File: src/rtl/postfix_pkg.sv
// Shared definitions for the postfix evaluator: token codes, FSM states,
// result error codes and the latched arithmetic operator.
package postfix_pkg;

  // ASCII codes carried on tok_data when tok_is_op=1
  localparam int TOK_ADD  = 43;
  localparam int TOK_SUB  = 45;
  localparam int TOK_MUL  = 42;
  localparam int TOK_END  = 36;
  localparam int TOK_LPAR = 40;
  localparam int TOK_RPAR = 41;

  typedef enum logic [1:0] {
    S_RUN   = 2'd0,
    S_EXEC  = 2'd1,
    S_FLUSH = 2'd2,
    S_DONE  = 2'd3
  } state_e;

  typedef enum logic [1:0] {
    ERR_NONE      = 2'd0,
    ERR_UNDER     = 2'd1,
    ERR_OVER      = 2'd2,
    ERR_MALFORMED = 2'd3
  } err_e;

  typedef enum logic [1:0] {
    OP_ADD = 2'd0,
    OP_SUB = 2'd1,
    OP_MUL = 2'd2
  } op_e;

endpackage

File: src/rtl/eval_stack.sv
// Operand stack for the postfix evaluator. Supports push, pop-two-push-one
// (the binary-operator reduction) and clear. sp counts valid entries, so
// stack[sp-1] is the top and stack[sp-2] the next-to-top.
module eval_stack #(
  parameter int N     = 8,
  parameter int DEPTH = 16
) (
  input  logic                       CLK,
  input  logic                       RST,
  input  logic                       push_i,
  input  logic                       pop2_i,
  input  logic                       clear_i,
  input  logic [N-1:0]               wdata_i,
  output logic [N-1:0]               top_o,
  output logic [N-1:0]               nxt_o,
  output logic [$clog2(DEPTH):0]     sp_o,
  output logic                       full_o,
  output logic                       empty_o
);

  localparam int IW  = $clog2(DEPTH);
  localparam int SPW = IW + 1;

  logic [N-1:0]   mem_q [DEPTH];
  logic [SPW-1:0] sp_q, sp_d;
  logic [IW-1:0]  top_idx, nxt_idx, push_idx;

  // Index arithmetic wraps when the stack is shallow; callers only use
  // top/nxt when enough entries are present.
  assign push_idx = IW'(sp_q);
  assign top_idx  = IW'(sp_q - SPW'(1));
  assign nxt_idx  = IW'(sp_q - SPW'(2));

  assign top_o   = mem_q[top_idx];
  assign nxt_o   = mem_q[nxt_idx];
  assign sp_o    = sp_q;
  assign full_o  = (sp_q == SPW'(DEPTH));
  assign empty_o = (sp_q == '0);

  // Storage write: push lands at sp, a reduction overwrites next-to-top
  always_ff @(posedge CLK) begin
    if (push_i) begin
      mem_q[push_idx] <= wdata_i;
    end else if (pop2_i) begin
      mem_q[nxt_idx] <= wdata_i;
    end
  end

  // Next stack pointer: clear wins, then push, then reduction
  always_comb begin
    sp_d = sp_q;
    if (clear_i) begin
      sp_d = '0;
    end else if (push_i) begin
      sp_d = sp_q + SPW'(1);
    end else if (pop2_i) begin
      sp_d = sp_q - SPW'(1);
    end
  end

  // Stack pointer register
  always_ff @(posedge CLK or posedge RST) begin
    if (RST) begin
      sp_q <= '0;
    end else begin
      sp_q <= sp_d;
    end
  end

endmodule

File: src/rtl/postfix_evaluator.sv
// Postfix evaluator: consumes tagged tokens from the infix-to-postfix
// converter, evaluates them on an operand stack and returns one result or
// error code per '$'-terminated expression.
//
// Handshakes: a token moves when tok_valid && tok_ready on a rising edge;
// a result moves when res_valid && res_ready on a rising edge. Valid never
// depends on ready; tok_ready depends only on state (and is held low while
// RST is asserted); res_valid/res_data/res_error hold until taken.
module postfix_evaluator
  import postfix_pkg::*;
#(
  parameter int N     = 8,
  parameter int DEPTH = 16
) (
  input  logic         CLK,
  input  logic         RST,
  input  logic         tok_valid,
  output logic         tok_ready,
  input  logic [N-1:0] tok_data,
  input  logic         tok_is_op,
  output logic         res_valid,
  input  logic         res_ready,
  output logic [N-1:0] res_data,
  output logic [1:0]   res_error,
  output logic [1:0]   dbg_state
);

  localparam int SPW = $clog2(DEPTH) + 1;

  state_e         state_q, state_d;
  err_e           err_q, err_d;
  op_e            op_q, op_d;
  logic [N-1:0]   res_q, res_d;

  logic           push, pop2, clr;
  logic [N-1:0]   wdata, alu, top, nxt;
  logic [SPW-1:0] sp;
  logic           full, empty, under;
  logic           xfer;
  logic           is_arith, is_end, is_paren;
  op_e            tok_op;

  eval_stack #(.N(N), .DEPTH(DEPTH)) u_stack (
    .CLK     (CLK),
    .RST     (RST),
    .push_i  (push),
    .pop2_i  (pop2),
    .clear_i (clr),
    .wdata_i (wdata),
    .top_o   (top),
    .nxt_o   (nxt),
    .sp_o    (sp),
    .full_o  (full),
    .empty_o (empty)
  );

  assign tok_ready = !RST && ((state_q == S_RUN) || (state_q == S_FLUSH));
  assign xfer      = tok_valid && tok_ready;
  assign under     = empty || (sp == SPW'(1));
  assign res_valid = (state_q == S_DONE);
  assign res_data  = res_q;
  assign res_error = err_q;
  assign dbg_state = state_q;
  assign wdata     = pop2 ? alu : tok_data;

  // Operator decode of the incoming token
  always_comb begin
    tok_op   = OP_ADD;
    is_arith = 1'b0;
    is_end   = (tok_data == N'(TOK_END));
    is_paren = (tok_data == N'(TOK_LPAR)) || (tok_data == N'(TOK_RPAR));
    if (tok_data == N'(TOK_ADD)) begin
      tok_op   = OP_ADD;
      is_arith = 1'b1;
    end else if (tok_data == N'(TOK_SUB)) begin
      tok_op   = OP_SUB;
      is_arith = 1'b1;
    end else if (tok_data == N'(TOK_MUL)) begin
      tok_op   = OP_MUL;
      is_arith = 1'b1;
    end
  end

  // ALU: a = next-to-top, b = top, result wraps modulo 2^N
  always_comb begin
    unique case (op_q)
      OP_ADD:  alu = nxt + top;
      OP_SUB:  alu = nxt - top;
      default: alu = nxt * top;
    endcase
  end

  // Next-state and stack control
  always_comb begin
    state_d = state_q;
    err_d   = err_q;
    res_d   = res_q;
    op_d    = op_q;
    push    = 1'b0;
    pop2    = 1'b0;
    clr     = 1'b0;
    unique case (state_q)
      S_RUN: begin
        if (xfer) begin
          if (!tok_is_op) begin
            if (full) begin
              err_d   = ERR_OVER;
              state_d = S_FLUSH;
            end else begin
              push = 1'b1;
            end
          end else if (is_arith) begin
            if (under) begin
              err_d   = ERR_UNDER;
              state_d = S_FLUSH;
            end else begin
              op_d    = tok_op;
              state_d = S_EXEC;
            end
          end else if (is_end) begin
            if (sp == SPW'(1)) begin
              res_d = top;
            end else begin
              err_d = ERR_MALFORMED;
            end
            state_d = S_DONE;
          end else if (is_paren) begin
            // Parentheses surviving conversion mean an unbalanced group
            err_d   = ERR_MALFORMED;
            state_d = S_FLUSH;
          end else begin
            err_d   = ERR_MALFORMED;
            state_d = S_FLUSH;
          end
        end
      end
      S_EXEC: begin
        pop2    = 1'b1;
        state_d = S_RUN;
      end
      S_FLUSH: begin
        // Only the terminator ends the flush; the first error is retained
        if (xfer && tok_is_op && is_end) begin
          state_d = S_DONE;
        end
      end
      S_DONE: begin
        if (res_ready) begin
          clr     = 1'b1;
          err_d   = ERR_NONE;
          res_d   = '0;
          state_d = S_RUN;
        end
      end
      default: state_d = S_RUN;
    endcase
  end

  // Control registers
  always_ff @(posedge CLK or posedge RST) begin
    if (RST) begin
      state_q <= S_RUN;
      err_q   <= ERR_NONE;
      op_q    <= OP_ADD;
      res_q   <= '0;
    end else begin
      state_q <= state_d;
      err_q   <= err_d;
      op_q    <= op_d;
      res_q   <= res_d;
    end
  end

endmodule

File: config.mk
export PLATFORM = sky130hd
export DESIGN_NAME = postfix_evaluator
export DESIGN_NICKNAME = d
export VERILOG_FILES = /design/src/rtl/postfix_pkg.sv /design/src/rtl/eval_stack.sv /design/src/rtl/postfix_evaluator.sv
export SDC_FILE = /design/constraint.sdc
export NUM_CORES = 1
export LEC_CHECK = 0
export BUFFER_PORTS_ARGS = -buffer_cell sky130_fd_sc_hd__buf_2
export CAP_MARGIN = 20
export CORE_ASPECT_RATIO = 1.2
export CORE_MARGIN = 5
export CORE_UTILIZATION = 31
export CTS_CLUSTER_SIZE = 30
export DETAILED_ROUTE_END_ITERATION = 12
export SYNTH_ARGS = -nofsm -noshare
export SYNTH_HDL_FRONTEND = slang
export SYNTH_SLANG_ARGS = --single-unit
File: constraint.sdc
create_clock -name CLK -period 10.75 [get_ports CLK]
set_input_delay 2.6875 -clock CLK [delete_from_list [all_inputs] [get_ports CLK]]
set_output_delay 2.6875 -clock CLK [all_outputs]
set_load 0.005 [all_outputs]
## Word-level counts from Yosys, hierarchy flattened

Memories as Yosys holds them, arrays and structs flattened.
Cells that the tools add are included.
W data, S select, Z words.

- Register bits after elaboration: 19
- Latch bits: 0
- Bits in writable memories: 128
- Bits in read-only memories: 0
- Output and inout bits: 14
- Word-level logic and storage cells: 99
- Memories kept: 1

- Add/subtract/negate cells: 5
- $mul: 1
- Div/mod/pow operators: 0
- Order comparisons: 0
- Eq/ne operators: 20
- Shifts and indexed selects: 0
- Mux-type cells: 49
- Bitwise logic cells: 1
- Reductions and logical operators: 17

Memories:

| memory | words | width | read ports | clocked after memory_dff | write ports | RTL line | RTL |
|---|---|---|---|---|---|---|---|
| u_stack.mem_q | 16 | 8 | 2 | 0 | 1 | eval_stack.sv:24 | `logic [N-1:0] mem_q [DEPTH];` |

Operators with widths:

| kind | count |
|---|---|
| $mux W8 | 8 |
| $eq A8 B6 Y1 const B | 4 |
| $mux W2 | 16 |
| $pmux W8 S2 | 2 |
| $mux W1 | 17 |
| $mux W5 | 3 |
| $add A8 B8 Y8 | 1 |
| $mul A8 B8 Y8 | 1 |
| $ne A2 B2 Y1 const B | 4 |
| $pmux W2 S4 | 1 |
| $reduce_or A8 Y1 | 1 |
| $sub A8 B8 Y8 | 1 |
| $reduce_and A7 Y1 | 1 |
| $ne A2 B1 Y1 const B | 3 |
| $reduce_and A6 Y1 | 1 |
| $add A5 B1 Y5 const B | 1 |
| $eq A5 B1 Y1 const B | 1 |
| $eq A5 B5 Y1 const B | 1 |
| $logic_not A5 Y1 | 1 |
| $ne A5 B5 Y1 const B | 1 |
| $reduce_and A5 Y1 | 1 |
| $sub A5 B1 Y5 const B | 1 |
| $eq A2 B1 Y1 const B | 2 |
| $eq A2 B2 Y1 const B | 2 |
| 13 further kinds | 18 |

## Depth between registers and ports, before layout

- Depth in word-level cells: 10
- Depth in mapped cells: 29

## By module

A second synthesis with hierarchy kept.

- Cells, all modules: 642
- Area total of the unflattened synthesis: 8768.4 µm²

By module, submodules not included:

| module | times used | cells an instance | area each (µm²) |
|---|---|---|---|
| eval_stack | 1 | 369 | 6434.9 |
| postfix_evaluator | 1 | 273 | 2333.5 |

## Worst setup path before layout

Ideal clock, no wire load.

- Path type: reg2reg
- From: register u_stack.sp_q[1], in the netlist u_stack.sp_o[1]
- To: memory u_stack.mem_q[0][7], data pin
- Arrival: 6.441 ns
- Data required time: 10.435 ns
- Path slack: 3.994 ns
- Cell stages (with the launch flop): 25
- Clock period less this slack: 6.756 ns
- Path through: dfrtp_1 clkbuf_1 buf_2 buf_2 inv_1 ha_1 buf_2 clkbuf_1 mux4_2 mux4_2 and2_1 fa_1 ha_1 fa_1 inv_1 fa_1 inv_1 ha_1 a21oi_1 xnor2_1 xnor2_1 xnor2_1 xnor2_1 nor4_1 or3b_1

- Word-level cells in the longest chain between the ends: 6
- Elaborated cells on any way between the ends: 9

Ends and longest elaborated chain:

| what | RTL line | RTL |
|---|---|---|
| start: declaration | eval_stack.sv:25 | `logic [SPW-1:0] sp_q, sp_d;` |
| start signal: assignment | eval_stack.sv:66 | `sp_q <= sp_d;` |
| $sub A5 B1 Y5 / $sub A4 B2 Y4 (equally long branches) | n/a |  |
| $mem_v2 Z16 W8 * | n/a |  |
| $mul A8 B8 Y8 (tied with other cells) | postfix_evaluator.sv:89 | `default: alu = nxt * top;` |
| $pmux W8 S2 * | postfix_evaluator.sv:86 | `unique case (op_q)` |
| $mux W8 * | postfix_evaluator.sv:64 | `assign wdata = pop2 ? alu : tok_data;` |
| net u_stack.wdata_i[7] | eval_stack.sv:13 | `input logic [N-1:0] wdata_i,` |
| $mux W8 (no line) * | n/a |  |
| end: declaration | eval_stack.sv:24 |  |

The timed path passes the listed nets; every way through them passes the cells marked *.

## Worst setup path after layout

- From: register u_stack.sp_q[1], in the netlist u_stack.sp_o[1]
- To: memory u_stack.mem_q[1][7], data pin

Same word-level chain as after synthesis.

==> out/results.tsv <==
stage	metric	value	unit
layout	drive_gt1_share	24.5	%
clock_tree	path_clk_slew	60	ps
clock_tree	ctsHoldBuffers	0	
clock_tree	cts_tree	done	
clock_tree	h-tree-depth	4	
routing	postRouteAntennaNets	0	
clock_tree	clkLatencyLatePin	420	ps
sta	tightest_slew	1080	ps
worst_setup_path	critPathArrivalTime	7830	ps
synthesis	synth_most_common_cell	edfxtp_1	
sta	hold_viol	0	
synthesis	synth_area_leaders	edfxtp_1 44%, mux4_2 19%, dfrtp_1 5.5%	
layout	multiInputGateArea	0.00402	mm²
worst_setup_path	crit_path_end_kind	flip-flop	
grt	grt_pass1_vias	5636	
grt	grt_use_total	13.8	%
synthesis	syn_inst	620	
routing	drt_iter0_drc	352	
synthesis	synth-compound-area-share	6.22	%
clock_tree	cts_resized	0	
layout	diodes	0	
synthesis	synth_warnings	0	
worst_setup_path	crit_type	reg -> reg	
sta	fin_skew	10.6	ps
clock_tree	cts_buffer_depth	2	
clock_tree	cts-buffers-inserted	17	
placement	gp_congestion	0.816	
synthesis	synth-simple-area-share	8.72	%
floorplan	die_x	163	µm
layout	nNetsFinal	719	
layout	seq_area	0.00432	mm²
routing	drc	0	
synthesis	synth_top_cell_area_share	44.3	%
floorplan	ioPinCount	27	
placement	io_buffers	26	
synthesis	ys_async_sr_fraction	12.9	%
routing	wl_per_cell	20.1	µm
synthesis	synth_common_cells	128 x edfxtp_1, 72 x mux4_2, 51 x nand2_1	
sta	tns	0	ps
placement	place_hpwl	15.2	mm
grt	antenna_found_initial	0	
synthesis	syn-cell-area	0.00867	mm²
clock_tree	cts_setup_buffers	0	
hold_path	hold_path.class	reg -> reg	
status	status	finished clean	
sta	rsz0062_at_grt	false	
synthesis	synth_xor_area_share	3.62	%
sta	min_period_over_period	72.2	%
synthesis	syn_nets	681	
grt	gr-total-overflow	0	
synthesis	yosys.area_share.adder	8.05	%
sta	fmax	0.129	GHz
grt	grt_start_max_net_pins	46	
worst_setup_path	cp_max_fo	36	
synthesis	synth-seq-cells	147	
routing	firstDrtPassIters	5	
sta	maxSlewViolCount	0	
synthesis	synth_top_cell_by_area	edfxtp_1	
synthesis	synth.mux.area_fraction	19.7	%
routing	detailroute.via_count	5385	
layout	area_growth	13.6	%
clock_tree	cts-root-buf	clkbuf_16	
worst_setup_path	r2r_slack	2990	ps
synthesis	synth_cell_types	55	
sta	slew_headroom	27.6	%
worst_setup_path	required	10820	ps
grt	grt_pass1_wl	32.5	mm
layout	fillerInstances	2632	
synthesis	seq_area_frac_synth	49.8	%
floorplan	die_area	0.0314	mm²
sta	setup_viol	0	
synthesis	synth.avg_cell_area	14.0	µm²
worst_setup_path	start_kind	flip-flop	
job	cap_violations	0	
routing	wirelength	21.1	mm
floorplan	die_h	193	µm
floorplan	core-area	0.0277	mm²
sta	finalCriticalPeriod	7760	ps
synthesis	synth_top_family_by_area	multiplexers	
floorplan	rows	67	
routing	routed_via_density	5.13	
synthesis	synth-main-ff-cell	edfxtp_1	
synthesis	synth-edff-count	128	
clock_tree	clock_sinks	147	
floorplan	initial_core_util	31.2	%
-- worst max-delay path, cell delays in order, from the launching register on --
cell      delay (ps)
dfrtp_1          330
buf_4            460
inv_1            340
ha_1             830
buf_4            440
mux4_2           250
a211oi_1          80
a31oi_2          510
nand2_1          160
fa_1             460
fa_1             490
inv_1             50
fa_1             530
inv_1             50
fa_1             530
inv_1             40
ha_1             310
a21oi_1          170
xnor2_1          180
xnor2_1          170
xnor2_1          160
xnor2_1          170
nor4_1            70
or3b_1           620
-- per-stage QoR --
stage | setup WS (ps) | utilization, % | cell area (µm²) | hold slack (ps) | instances
after CTS | 2970 | 35.4 | 9810 | 502 | 1045
after floorplan | 3990 | - | 8670 | 498 | 620
after detailed placement | 3000 | 33.3 | 9250 | 489 | 1014
final | 2990 | 35.5 | 9850 | 497 | 1049
after global placement | 3080 | 33.2 | 9220 | 484 | 1011
after global routing | 2560 | 35.5 | 9850 | 529 | 1049
-- state kept, by name, indices dropped and copies added (netlist names) --
register       flops
dbg_state          2
op_q               2
res_data           8
res_error          2
u_stack.mem_q    128
u_stack.sp_o       5
-- placed cells by master (no fill, tap or decap), types with 5 or more instances in the layout --
master     instances
edfxtp_1         128
mux4_2            72
nand2_1           51
inv_1             44
nor2_1            42
ha_1              35
a21oi_1           28
buf_2             26
xnor2_1           24
dfrtp_1           18
buf_4             18
clkbuf_16         17
o21ai_0           16
and2_1            16
fa_1              13
nor2b_1           12
nor3_1            10
a22o_1             8
nand2b_1           7
a211oi_1           6
a31oi_1            5
xor2_1             5
nand3_1            5
clkinv_2           5
-- routing by layer --
| metal | track usage, % | up-vias | routed length [µm] |
|---|---|---|---|
| met2 | 24.9 | 161 | 11000 |
| met4 | 5.23 | 0 | 587 |
| met5 | 0 | - | 0 |
| met1 | 16.8 | 2768 | 8600 |
| met3 | 2.02 | 37 | 879 |
| li1 | - | 2419 | - |
-- logic make-up after synthesis --
logic type                 count (synthesis)
AOI/OAI and AO/OA                         82
xor gates and xnor gates                  32
adders and majority gates                 48
buffers and inverters                     73
DFF                                      147
muxes                                     79
and+or+nand+nor                          159
-- final cells by class --
cell class,count,share of cell area [%]
Clock buffer,18,4.36
Sequential cell,147,43.9
Timing Repair Buffer,47,3.04
Tap cell,379,4.82
Clock inverter,13,1.36
Inverter,45,1.72
Multi-Input combinational cell,400,40.8
-- final timing paths --
check / from / endpoint / cells after the start
setup / recovery: u_stack.sp_o[1]$_DFFE_PP0P_ / u_stack.mem_q[1][7]$_DFFE_PP_ / 23
hold / removal: res_data[2]$_DFFE_PP0P_ / res_data[2]$_DFFE_PP0P_ / 1
setup reg to reg: u_stack.sp_o[1]$_DFFE_PP0P_ / u_stack.mem_q[1][7]$_DFFE_PP_ / 23
hold reg to reg: res_data[2]$_DFFE_PP0P_ / res_data[2]$_DFFE_PP0P_ / 1
max in group asynchronous: RST / u_stack.sp_o[0]$_DFFE_PP0P_ / 2
min in group asynchronous: RST / res_data[7]$_DFFE_PP0P_ / 2
Power is not shown: default switching activity piles up to over one toggle a cycle in this logic, so the estimate is an artifact.
